`src/rtl/pipe_hazard_ctrl_pkg.sv`:
```
// Shared hazard-control definitions: opcodes, forwarding selects, FSM states, stage record.
// Latency: n/a (definitions only).
// Backpressure: n/a (definitions only).
package pipe_hazard_ctrl_pkg;

  // RV32I major opcodes, bits [6:2] of the instruction word
  localparam logic [4:0] OP_R       = 5'b01100;
  localparam logic [4:0] OP_I_ARITH = 5'b00100;
  localparam logic [4:0] OP_I_LOAD  = 5'b00000;
  localparam logic [4:0] OP_S       = 5'b01000;
  localparam logic [4:0] OP_B       = 5'b11000;
  localparam logic [4:0] OP_JAL     = 5'b11011;
  localparam logic [4:0] OP_JALR    = 5'b11001;

  // X-stage operand source selects
  localparam logic [1:0] FWD_RF = 2'b00;
  localparam logic [1:0] FWD_M  = 2'b01;
  localparam logic [1:0] FWD_W  = 2'b10;

  // Memory wait FSM states
  localparam logic [0:0] ST_RUN  = 1'b0;
  localparam logic [0:0] ST_WAIT = 1'b1;

  // Per-stage instruction record; an invalid record is all zeros
  typedef struct packed {
    logic       valid;
    logic [4:0] rd;
    logic [4:0] rs1;
    logic [4:0] rs2;
    logic       wen;
    logic       is_load;
    logic       is_mem;
    logic       is_jump;
  } stage_t;

  // Operand source for one X-stage register read. M wins over W; a load in
  // M has no data yet, so it never forwards (the load-use stall covers it).
  function automatic logic [1:0] fwd_sel(input logic [4:0] rs,
                                         input stage_t    m,
                                         input stage_t    w);
    logic [1:0] sel;
    sel = FWD_RF;
    if (rs != 5'd0) begin
      if (m.valid && m.wen && !m.is_load && (m.rd == rs)) begin
        sel = FWD_M;
      end else if (w.valid && w.wen && (w.rd == rs)) begin
        sel = FWD_W;
      end
    end
    return sel;
  endfunction

endpackage

```
`src/rtl/pipe_hazard_ctrl_decode.sv`:
```
// Per-instruction hazard decode: register fields, operand usage and write/memory class.
// Latency: purely combinational, 0 cycles.
// Backpressure: none; the caller decides when the result is registered.
module hazard_decode
  import pipe_hazard_ctrl_pkg::*;
(
  input  logic [31:0] inst,
  output logic [4:0]  rd,
  output logic [4:0]  rs1,
  output logic [4:0]  rs2,
  output logic        uses_rs1,
  output logic        uses_rs2,
  output logic        wen,
  output logic        is_load,
  output logic        is_mem,
  output logic        is_jump
);

  logic [4:0] opc;
  logic       unused_bits;

  assign opc         = inst[6:2];
  assign rd          = inst[11:7];
  assign rs1         = inst[19:15];
  assign rs2         = inst[24:20];
  // Function and size fields do not affect hazards
  assign unused_bits = ^{inst[31:25], inst[14:12], inst[1:0]};

  // Classify the opcode; a write to x0 is never a real write
  always_comb begin
    uses_rs1 = 1'b0;
    uses_rs2 = 1'b0;
    wen      = 1'b0;
    is_load  = 1'b0;
    is_mem   = 1'b0;
    is_jump  = 1'b0;
    case (opc)
      OP_R:       begin uses_rs1 = 1'b1; uses_rs2 = 1'b1; wen = 1'b1; end
      OP_I_ARITH: begin uses_rs1 = 1'b1; wen = 1'b1; end
      OP_I_LOAD:  begin uses_rs1 = 1'b1; wen = 1'b1; is_load = 1'b1; is_mem = 1'b1; end
      OP_S:       begin uses_rs1 = 1'b1; uses_rs2 = 1'b1; is_mem = 1'b1; end
      OP_B:       begin uses_rs1 = 1'b1; uses_rs2 = 1'b1; end
      OP_JAL:     begin wen = 1'b1; is_jump = 1'b1; end
      OP_JALR:    begin uses_rs1 = 1'b1; wen = 1'b1; is_jump = 1'b1; end
      default:    begin end
    endcase
    if (rd == 5'd0) begin
      wen = 1'b0;
    end
  end

endmodule

```
`src/rtl/pipe_hazard_ctrl.sv`:
```
// Hazard/sequencing control for the F->X->M->W pipeline: holds, bubbles, flushes, forwarding.
// Latency: controls are combinational from the X/M/W records; records advance one stage per cycle.
// Backpressure: dmem_ready low in M freezes PC, F/X, X/M, M/W for at most WAIT_MAX cycles.
module pipe_hazard_ctrl
  import pipe_hazard_ctrl_pkg::*;
#(
  parameter int WAIT_MAX = 15,
  parameter int CNT_W    = 4
) (
  input  logic        clk,
  input  logic        rst_n,
  input  logic [31:0] inst_F,
  input  logic        inst_F_valid,
  input  logic        br_taken_X,
  input  logic        dmem_ready,
  output logic        pc_hold,
  output logic        f_hold,
  output logic        x_bubble,
  output logic        f_flush,
  output logic        mw_hold,
  output logic [1:0]  fwd_a,
  output logic [1:0]  fwd_b,
  output logic        mem_err
);

  stage_t           x_q, m_q, w_q, x_next;
  logic [0:0]       state_q;
  logic [CNT_W-1:0] wait_cnt_q;
  logic             mem_err_q;

  logic [4:0] f_rd, f_rs1, f_rs2;
  logic       f_uses_rs1, f_uses_rs2, f_wen, f_is_load, f_is_mem, f_is_jump;

  logic mem_pend, timeout, hold_c, redirect, load_use, bubble;
  logic unused_w;

  hazard_decode u_dec_f (
    .inst     (inst_F),
    .rd       (f_rd),
    .rs1      (f_rs1),
    .rs2      (f_rs2),
    .uses_rs1 (f_uses_rs1),
    .uses_rs2 (f_uses_rs2),
    .wen      (f_wen),
    .is_load  (f_is_load),
    .is_mem   (f_is_mem),
    .is_jump  (f_is_jump)
  );

  // W only needs its write-back identity for forwarding
  assign unused_w = ^{w_q.rs1, w_q.rs2, w_q.is_load, w_q.is_mem, w_q.is_jump};

  // Stall arbitration: memory wait > redirect > load-use
  always_comb begin
    mem_pend = m_q.valid & m_q.is_mem & ~dmem_ready;
    timeout  = (state_q == ST_WAIT) && (wait_cnt_q == CNT_W'(WAIT_MAX));
    hold_c   = mem_pend & ~timeout;
    // rst_n gate keeps f_flush low while in reset even if br_taken_X is high
    redirect = rst_n & ~hold_c & (br_taken_X | (x_q.valid & x_q.is_jump));
    load_use = x_q.valid & x_q.is_load & (x_q.rd != 5'd0) & inst_F_valid &
               ((f_uses_rs1 & (f_rs1 == x_q.rd)) | (f_uses_rs2 & (f_rs2 == x_q.rd)));
    bubble   = load_use & ~hold_c & ~redirect;
  end

  // Next X record: decoded inst_F, or an empty slot for bubble/flush/no instruction
  always_comb begin
    x_next = '0;
    if (inst_F_valid && !bubble && !redirect) begin
      x_next.valid   = 1'b1;
      x_next.rd      = f_rd;
      x_next.rs1     = f_rs1;
      x_next.rs2     = f_rs2;
      x_next.wen     = f_wen;
      x_next.is_load = f_is_load;
      x_next.is_mem  = f_is_mem;
      x_next.is_jump = f_is_jump;
    end
  end

  // Stage records shift together unless the memory wait freezes the pipe
  always_ff @(posedge clk or negedge rst_n) begin
    if (!rst_n) begin
      x_q <= '0;
      m_q <= '0;
      w_q <= '0;
    end else if (!hold_c) begin
      w_q <= m_q;
      m_q <= x_q;
      x_q <= x_next;
    end
  end

  // Memory wait FSM: count held cycles, fall back to RUN on ready or timeout
  always_ff @(posedge clk or negedge rst_n) begin
    if (!rst_n) begin
      state_q    <= ST_RUN;
      wait_cnt_q <= '0;
    end else if (hold_c) begin
      state_q    <= ST_WAIT;
      wait_cnt_q <= wait_cnt_q + 1'b1;
    end else begin
      state_q    <= ST_RUN;
      wait_cnt_q <= '0;
    end
  end

  // Sticky timeout flag, cleared only by reset
  always_ff @(posedge clk or negedge rst_n) begin
    if (!rst_n) begin
      mem_err_q <= 1'b0;
    end else if (timeout) begin
      mem_err_q <= 1'b1;
    end
  end

  assign pc_hold  = hold_c | bubble;
  assign f_hold   = hold_c;
  assign x_bubble = bubble;
  assign f_flush  = redirect;
  assign mw_hold  = hold_c;
  assign fwd_a    = fwd_sel(x_q.rs1, m_q, w_q);
  assign fwd_b    = fwd_sel(x_q.rs2, m_q, w_q);
  assign mem_err  = mem_err_q;

endmodule

```
`config.mk`:
```
export PLATFORM = sky130hd
export DESIGN_NAME = pipe_hazard_ctrl
export DESIGN_NICKNAME = d
export VERILOG_FILES = /design/src/rtl/pipe_hazard_ctrl_pkg.sv /design/src/rtl/pipe_hazard_ctrl_decode.sv /design/src/rtl/pipe_hazard_ctrl.sv
export SDC_FILE = /design/constraint.sdc
export NUM_CORES = 1
export LEC_CHECK = 0
export CAP_MARGIN = 40
export CORE_ASPECT_RATIO = 0.75
export CORE_UTILIZATION = 55
export DETAILED_ROUTE_END_ITERATION = 16
export GPL_TIMING_DRIVEN = 1
export PLACE_DENSITY = 0.95
export SYNTH_ARGS = -nofsm -noshare
export SYNTH_HDL_FRONTEND = slang
export SYNTH_SLANG_ARGS = --single-unit
```
`constraint.sdc`:
```
create_clock -name clk -period 5.72 [get_ports clk]
set_clock_uncertainty 0.2 [all_clocks]
set_input_delay 0.858 -clock clk [delete_from_list [all_inputs] [get_ports clk]]
set_output_delay 0.858 -clock clk [all_outputs]
set_load 0.01 [all_outputs]
```
Word-level counts from Yosys, hierarchy flattened
Index checks and enable logic that the tools add are counted.
{ "op_classes": {"addsub": 1, "eq_ne": 13, "mux": 16, "bitwise_logic": 21, "n_reduce_logical": 23} }
{ "op_table": {"columns": ["op", "n"], "rows": [
  ["$eq 5x5->1", 6],
  ["$mux 20", 1],
  ["$eq 5x5->1 const B", 3],
  ["$reduce_bool 5->1", 3],
  ["$and 1x1->1", 14],
  ["$mux 2", 6],
  ["$eq 5x4->1 const B", 2],
  ["$logic_and 1x1->1", 10],
  ["$logic_not 5->1", 2],
  ["$mux 1", 8],
  ["$reduce_or 6->1", 1],
  ["$eq 5x3->1 const B", 1],
  ["$reduce_or 5->1", 1],
  ["$add 4x1->4 const B", 1],
  ["$eq 4x4->1 const B", 1],
  ["$mux 4", 1],
  ["$not 1->1", 4],
  ["$reduce_or 2->1", 2],
  ["$logic_not 1->1", 3],
  ["$or 1x1->1", 3],
  ["$reduce_or 3->1", 1]
]} }
{ "totals": {"reg_bits": 42, "in_bits": 37, "out_inout_bits": 10, "word_cells": 93} }

Logic depth before layout (Yosys ltp)
Gate-level depths: netlist of the first run.
{ "depth": {"word_depth": 13, "ltp_mapped": 8, "mapped_depth_nobuf": 6} }

Modules after synthesis
Synthesis of the first run repeated with hierarchy kept, for this count alone.
{ "unflattened": {"cells_unflattened": 260, "hier_area_um2": 2597.5} }
{ "by_module_without_submodules": {"columns": ["module", "n_inst", "cells_each", "area_per_inst_um2", "seq_area_each_um2"], "rows": [
  ["pipe_hazard_ctrl", 1, 232, 2409.8, 1051.0],
  ["hazard_decode", 1, 28, 187.7, 0.0]
]} }

Worst setup path after synthesis of the first run
No wires, ideal clock.
{ "synth_path": {"path_type": "input to output", "start": "input inst_F[4]", "end": "output pc_hold", "arrival_ns": 2.123, "required_ns": 4.662, "slack_ns": 2.539, "cell_stages": 5, "n_path_buf": 0, "cell_sequence": "a211oi_2 > nand4_1 > or4_4 > and2_1 > o31ai_1"} }
{ "synth_between": {"elab_chain_len": 9, "elab_cells_between_ends": 17, "classes_between": "eq/ne (5); mux (2); bitwise (7); reduce/logical (3)"} }
{ "synth_rtl": {"columns": ["item", "line_no", "source"], "rows": [
  ["from (decl)", "pipe_hazard_ctrl.sv:12", "input logic [31:0] inst_F,"],
  ["$eq 5x5->1, or another cell as far along", "pipe_hazard_ctrl_decode.sv:37", "case (opc)"],
  ["$reduce_or 6->1 (no source line) / $reduce_or 3->1 (equally long branches)", null, null],
  ["$mux 1", "pipe_hazard_ctrl_decode.sv:37", null],
  ["$and 1x1->1", "pipe_hazard_ctrl.sv:61", "((f_uses_rs1 & (f_rs1 == x_q.rd)) | (f_uses_rs2 & (f_rs2 == x_q.rd)));"],
  ["$or 1x1->1 *", "pipe_hazard_ctrl.sv:61", null],
  ["$and 1x1->1 *", "pipe_hazard_ctrl.sv:60", "load_use = x_q.valid & x_q.is_load & (x_q.rd != 5'd0) & inst_F_valid &"],
  ["$and 1x1->1 * (2 in a row)", "pipe_hazard_ctrl.sv:62", "bubble = load_use & ~hold_c & ~redirect;"],
  ["$or 1x1->1 *", "pipe_hazard_ctrl.sv:116", "assign pc_hold = hold_c | bubble;"],
  ["to (decl)", "pipe_hazard_ctrl.sv:16", "output logic pc_hold,"]
]} }
Mark *: on every way between the ends. The rest lies on a longest branch, timed or not.

Final worst setup path of the first run
Ends and elaborated chain as after synthesis.

==> impl_metrics.yaml, run 1 <==
power_and_ir_drop:
  max-vdd-ir-drop_mv: 0.135
  p_per_area_nw_per_um2: 234
  power_leakage_nw: 1.20
floorplanning:
  die_y_um: 57.0
  row_count: 19
  io_pins: 47
  start_util_pct: 59.0
  die_x_um: 75.3
  core_um2: 3760
  die-area_um2: 4290
sta:
  slew_headroom_pct: 45.5
  post-route-period-util_pct: 72.9
  period_needed_ns: 4.17
  worstMarginPinSlew_ns: 0.817
  fin_setup_tns_ns: 0
  hold_violations: 0
  setup_viol: 0
  rsz0062_at_grt: "no"
  max_freq_mhz: 240
  finalWorstSetupSlack_ns: 1.55
  maxSlewViolCount: 0
  hold_ws_ns: 0.267
worst_setup_path:
  r2r_start: "x_q[16]$_DFFE_PN0N_"
  crit_type: "in2out"
  ff2ff_path_depth: 6
  worst-r2r-setup-slack_ns: 3.04
  rr_endpoint: "x_q[4]$_DFFE_PN0N_"
  worst_ep_arrival_time_ns: 3.11
  cp-start-kind: "input port"
  cp_max_fo: 3
  path_cells: "clkdlybuf4s50_1, a211oi_2, nand4_1, or4_4, and2_1, o31ai_1, clkdlybuf4s50_1"
  cpPeakStageDelay_ns: 0.57
  endpoint_kind: "primary output"
  cpMostUsedCell: "clkdlybuf4s50_1"
  critical-path-slowest-cell: "clkdlybuf4s50_1"
  crit_required_ns: 4.66
  critical_path_buf_inv_count: 2
  crit_family: "buffers and inverters"
clocking:
  holdBufCountCts: 0
  root_buffer: "clkbuf_8"
  insertion_delay_ns: 0.30
  postCtsResizedCells: 0
  htreeDepth: 2
  post_cts_buffers: 0
  path_clk_slew_ns: 0.08
  tritoncts: "done"
  clock-sinks: 42
  cts_buffers: 5
  cts_buffer_depth: 2
synth:
  synth_cells: 238
  synthDistinctLibCells: 35
  synth_area_per_cell_um2: 9.32
  ys.flop_type: "dfrtp_1"
  async_flop_share_pct: 100
  yosysWarnings: 0
  synth.ff_latch_count: 42
  seq_area_frac_synth_pct: 47.4
  synth_fp_nets: 276
  synth_edf_count: 0
  syn_area_um2: 2220
layout:
  fin_cells: 326
  layout.area.seq_um2: 1050
  diodes: 0
  finalNetCount: 311
  multiInputGateArea_um2: 1090
  drive_gt1_share_pct: 13.1
  post-route-util_pct: 71.8
  areaGrowthSynthToFinish_pct: 21.6
  fillers: 307
global_routing:
  grt_pass1_vias: 1841
  antenna_found_initial: 0
  grt_usage_pct: 25.9
  overflow: 0
  grt_pass1_wl_mm: 8.25
  grt_max_degree: 44
detailed_routing:
  routed_wl_mm: 4.74
  drt_first_iter_violations: 149
  num_vias: 1796
  drtAntennaViolNets: 0
  first_pass_iters: 4
  wire_per_inst_um: 14.5
  vias_per_cell: 5.51
  drc: 0
worst_hold_path:
  hold_path_class: "reg2reg"
  whs_endpoint: "mem_err$_DFFE_PN0P_"
  hold_depth: 1
  worstHoldStart: "mem_err$_DFFE_PN0P_"
status:
  status: "complete, no violations"
place:
  placed_cells: 318
  place.gp.congestion: 0.862
  portBuffers: 34
  place_ws_ns: 1.56
  place.detailed.hpwl_mm: 3.46
flow_run:
  cap_violations: 0
==> worst reg2reg max path: stages, from the launching register on <==
cell and delay, ns:
dfrtp_1 0.48, xnor2_1 0.24, nand4_1 0.14, or4_4 0.44, a21oi_2 0.64, buf_4 0.35
o21ai_2 0.08
==> flip-flops by register name (all words and copies together), names as in the netlist <==
signal / count
x_q: 20
m_q: 9
w_q: 7
wait_cnt_q: 4
mem_err: 1
state_q: 1
==> cell type report <==
class | instances | area share, %
clock inverter | 2 | 1.39
tap | 52 | 2.41
timing repair buffer | 38 | 13.5
multi-input combinational | 183 | 40.6
inverter | 3 | 0.418
clock buffer | 6 | 2.69
sequential | 42 | 39.0
==> per-stage QoR <==
stage / power, mW / area [µm²]
final: 0.632 / 2700
after global routing: 0.659 / 2700
after CTS: 0.635 / 2700
after detailed placement: 0.404 / 2590
after global placement: 0.401 / 2590
after floorplan: 0.367 / 2220
==> per-layer routing <==
metal	wire, µm	track usage (%)	vias up
met1	2150	35.5	863
met4	105	11.1	0
met5	0	0	-
met3	228	5.83	12
met2	2260	39.9	55
li1	-	-	866
==> cell usage in the layout, fill, tap and decap left out, types with 2 or more instances in the layout <==
cell	n
or4_1	4
nand2b_1	3
dfrtp_1	42
nor4_1	5
xor2_1	13
buf_4	4
xnor2_1	19
a21boi_0	2
nand3_1	6
clkbuf_8	5
nor3_1	4
inv_1	2
and2_1	2
nand4_1	6
nor2_1	9
nand2_1	77
o21ai_2	19
clkdlybuf4s50_1	33
==> cells in the mapped netlist, types with 2 or more instances <==
library cell	instances	area, µm²
and2_1	2	12.5
xnor2_1	19	166
nor4_1	5	31.3
o21ai_2	19	166
nor2_1	9	33.8
buf_6	2	22.5
nand3_1	6	30.0
xor2_1	13	114
nand4_1	6	37.5
nor3_1	4	20.0
inv_1	2	7.51
buf_1	2	7.51
clkbuf_1	3	11.3
dfrtp_1	42	1050
nand2_1	77	289
or4_1	4	30.0
a21boi_0	2	15.0
buf_4	2	15.0
nand2b_1	3	18.8
==> cells by family after synthesis <==
family	after synthesis	share of synthesized area (%)
flops	42	47.4
simple gates	121	24.5
compound gates	29	11.6
fa+ha+maj	1	0.564
buf+inv	13	3.27
xor+xnor	32	12.6
==> power breakdown <==
part           switching, mW  total, mW  leakage [nW]  internal, mW
Sequential            0.0171      0.326         0.561         0.309
Combinational         0.0344     0.0731         0.587        0.0388
Clock                  0.103      0.233        0.0514         0.130
Total                  0.154      0.632          1.20         0.478
==> worst max path at each step <==
stage	cells past startpoint	end	slack, ns	from
after global routing	7	pc_hold	1.47	inst_F[22]
final	7	pc_hold	1.55	inst_F[4]
after floorplan	5	pc_hold	2.54	inst_F[4]
after detailed placement	7	pc_hold	1.56	inst_F[4]
after global placement	7	pc_hold	1.58	inst_F[4]
after CTS	7	pc_hold	1.54	inst_F[4]
Power figures use the tool's default switching activity.
==> run 2, diff against run 1 <==
CORE_UTILIZATION = 51   (was 55)
PLACE_DENSITY = 0.9   (was 0.95)
clock period = 4.25 ns   (was 5.72 ns; I/O delays follow)
==> impl_metrics.yaml, run 2 (same netlist as run 1, synthesis figures left out) <==
worst_setup_path:
  crit_type: "in2out"
  crit_required_ns: 3.41
  worst_ep_arrival_time_ns: 2.89
  cp-start-kind: "input port"
  cp_max_fo: 3
  endpoint_kind: "primary output"
floorplanning:
  io_pins: 47
  row_count: 20
  die_y_um: 59.1
  core_um2: 4100
  die_x_um: 78.1
  die-area_um2: 4620
  start_util_pct: 54.0
place:
  placed_cells: 321
  place.detailed.hpwl_mm: 3.67
  place.gp.congestion: 0.835
  place_ws_ns: 0.520
  portBuffers: 34
power_and_ir_drop:
  p_int_mw: 0.703
  max-vdd-ir-drop_mv: 0.149
  swShare_pct: 23.6
  seqPwrFrac_pct: 47.7
  power_frac_clock_pct: 41.5
  switchingPower_mw: 0.217
  p_per_area_nw_per_um2: 336
  p_comb_share_pct: 10.8
  power_mw: 0.919
  power_leakage_nw: 1.22
layout:
  drive_gt1_share_pct: 13.5
  reg_top3: "x_q x20, m_q x9, w_q x7"
  diodes: 0
  layout_commonest_cell: "nand2_1"
  largest_reg_flops: 20
  areaGrowthSynthToFinish_pct: 23.6
  final_cell_mix: "nand2_1, dfrtp_1, clkdlybuf4s50_1"
  largest_register: "x_q"
  fin_cells: 329
  finalNetCount: 311
detailed_routing:
  drc: 0
  drt-met1-wl_mm: 2.44
  dr.max_layer_used: "met4"
  num_vias: 1798
  routed_wl_mm: 4.94
  wl_met2_mm: 2.23
  first_pass_iters: 4
  wl_met3_um: 255
  wire_per_inst_um: 15.0
  drtAntennaViolNets: 0
  vias_per_cell: 5.47
  drt_first_iter_violations: 131
sta:
  fin_setup_tns_ns: 0
  maxSlewViolCount: 0
  rsz0062_at_grt: "no"
  max_freq_mhz: 268
  worstMarginPinSlew_ns: 0.688
  period_needed_ns: 3.73
  setup_viol: 0
  slew_headroom_pct: 54.1
  hold_violations: 0
  finalWorstSetupSlack_ns: 0.518
  post-route-period-util_pct: 87.8
status:
  status: "complete, no violations"
clocking:
  post_cts_buffers: 0
  cts_buffers: 5
  root_buffer: "clkbuf_8"
  htreeDepth: 2
  insertion_delay_ns: 0.30
  postCtsResizedCells: 0
  holdBufCountCts: 0
  cts_buffer_depth: 2
  clock-sinks: 42
  tritoncts: "done"
  path_clk_slew_ns: 0.08
global_routing:
  overflow: 0
  grt_max_degree: 43
  grt_pass1_wl_mm: 8.31
  antenna_found_initial: 0
  grt_usage_pct: 24.1
  grt_pass1_vias: 1747
flow_run:
  cap_violations: 0
worst_hold_path:
  hold_path_class: "in2async"
run 2: changes by cell type in the layout (fill, tap and decap cells not counted):
cell and delta:
bufinv_16 +1, clkbuf_1 -1, clkinvlp_4 -1, buf_12 +1, buf_4 -1, clkinv_4 +1
run 2: final timing paths:
path                            slack (ns)  depth (start not counted)                    start                      end
max in group asynchronous             3.24                          2                    rst_n      x_q[14]$_DFFE_PN0N_
worst max-delay path                  0.52                          7                inst_F[4]                  pc_hold
worst max register to register        1.84                          7  wait_cnt_q[0]$_DFF_PN0_       x_q[9]$_DFFE_PN0N_
worst min-delay path                  0.24                          2                    rst_n      w_q[19]$_DFFE_PN0N_
min in group clk                      0.26                          1  wait_cnt_q[0]$_DFF_PN0_  wait_cnt_q[0]$_DFF_PN0_
worst min register to register        0.26                          1  wait_cnt_q[0]$_DFF_PN0_  wait_cnt_q[0]$_DFF_PN0_
run 2: critical path, stage by stage:
cell	delay [ns]
clkdlybuf4s50_1	0.45
a211oi_2	0.24
nand4_1	0.12
or4_4	0.44
and2_1	0.20
o31ai_1	0.23
clkdlybuf4s50_1	0.57
run 2: final cells by class:
cell class / count / area (µm²)
repair buffers: 38 / 378
well taps: 55 / 68.8
clock inverters: 3 / 68.8
inverters: 3 / 11.3
multi-input cells: 183 / 1090
flip-flops and latches: 42 / 1050
clock buffers: 5 / 68.8
fillers: 342 / 1360
run 2: routing by layer:
metal	vias to the layer above	track usage [%]
met4	0	6.35
met5	-	0
met2	59	38.7
met1	874	33.5
li1	863	-
met3	2	5.23
run 2: power groups by stage:
stage | registers (mW) | clock network, mW | logic (mW)
after global placement | 0.445 | 0 | 0.0957
after floorplan | 0.439 | 0 | 0.0543
final | 0.439 | 0.382 | 0.0993
after global routing | 0.441 | 0.400 | 0.109
after detailed placement | 0.446 | 0 | 0.0995
after CTS | 0.438 | 0.383 | 0.100
run 2: per-stage QoR:
step / hold WS, ns / utilization (%) / instance area (µm²)
finish: 0.243 / 66.8 / 2740
global route: 0.283 / 66.8 / 2740
CTS: 0.263 / 66.8 / 2740
detailed placement: 0.253 / 63.4 / 2600
global placement: 0.250 / 63.4 / 2600
floorplan: 0.142 / - / 2220
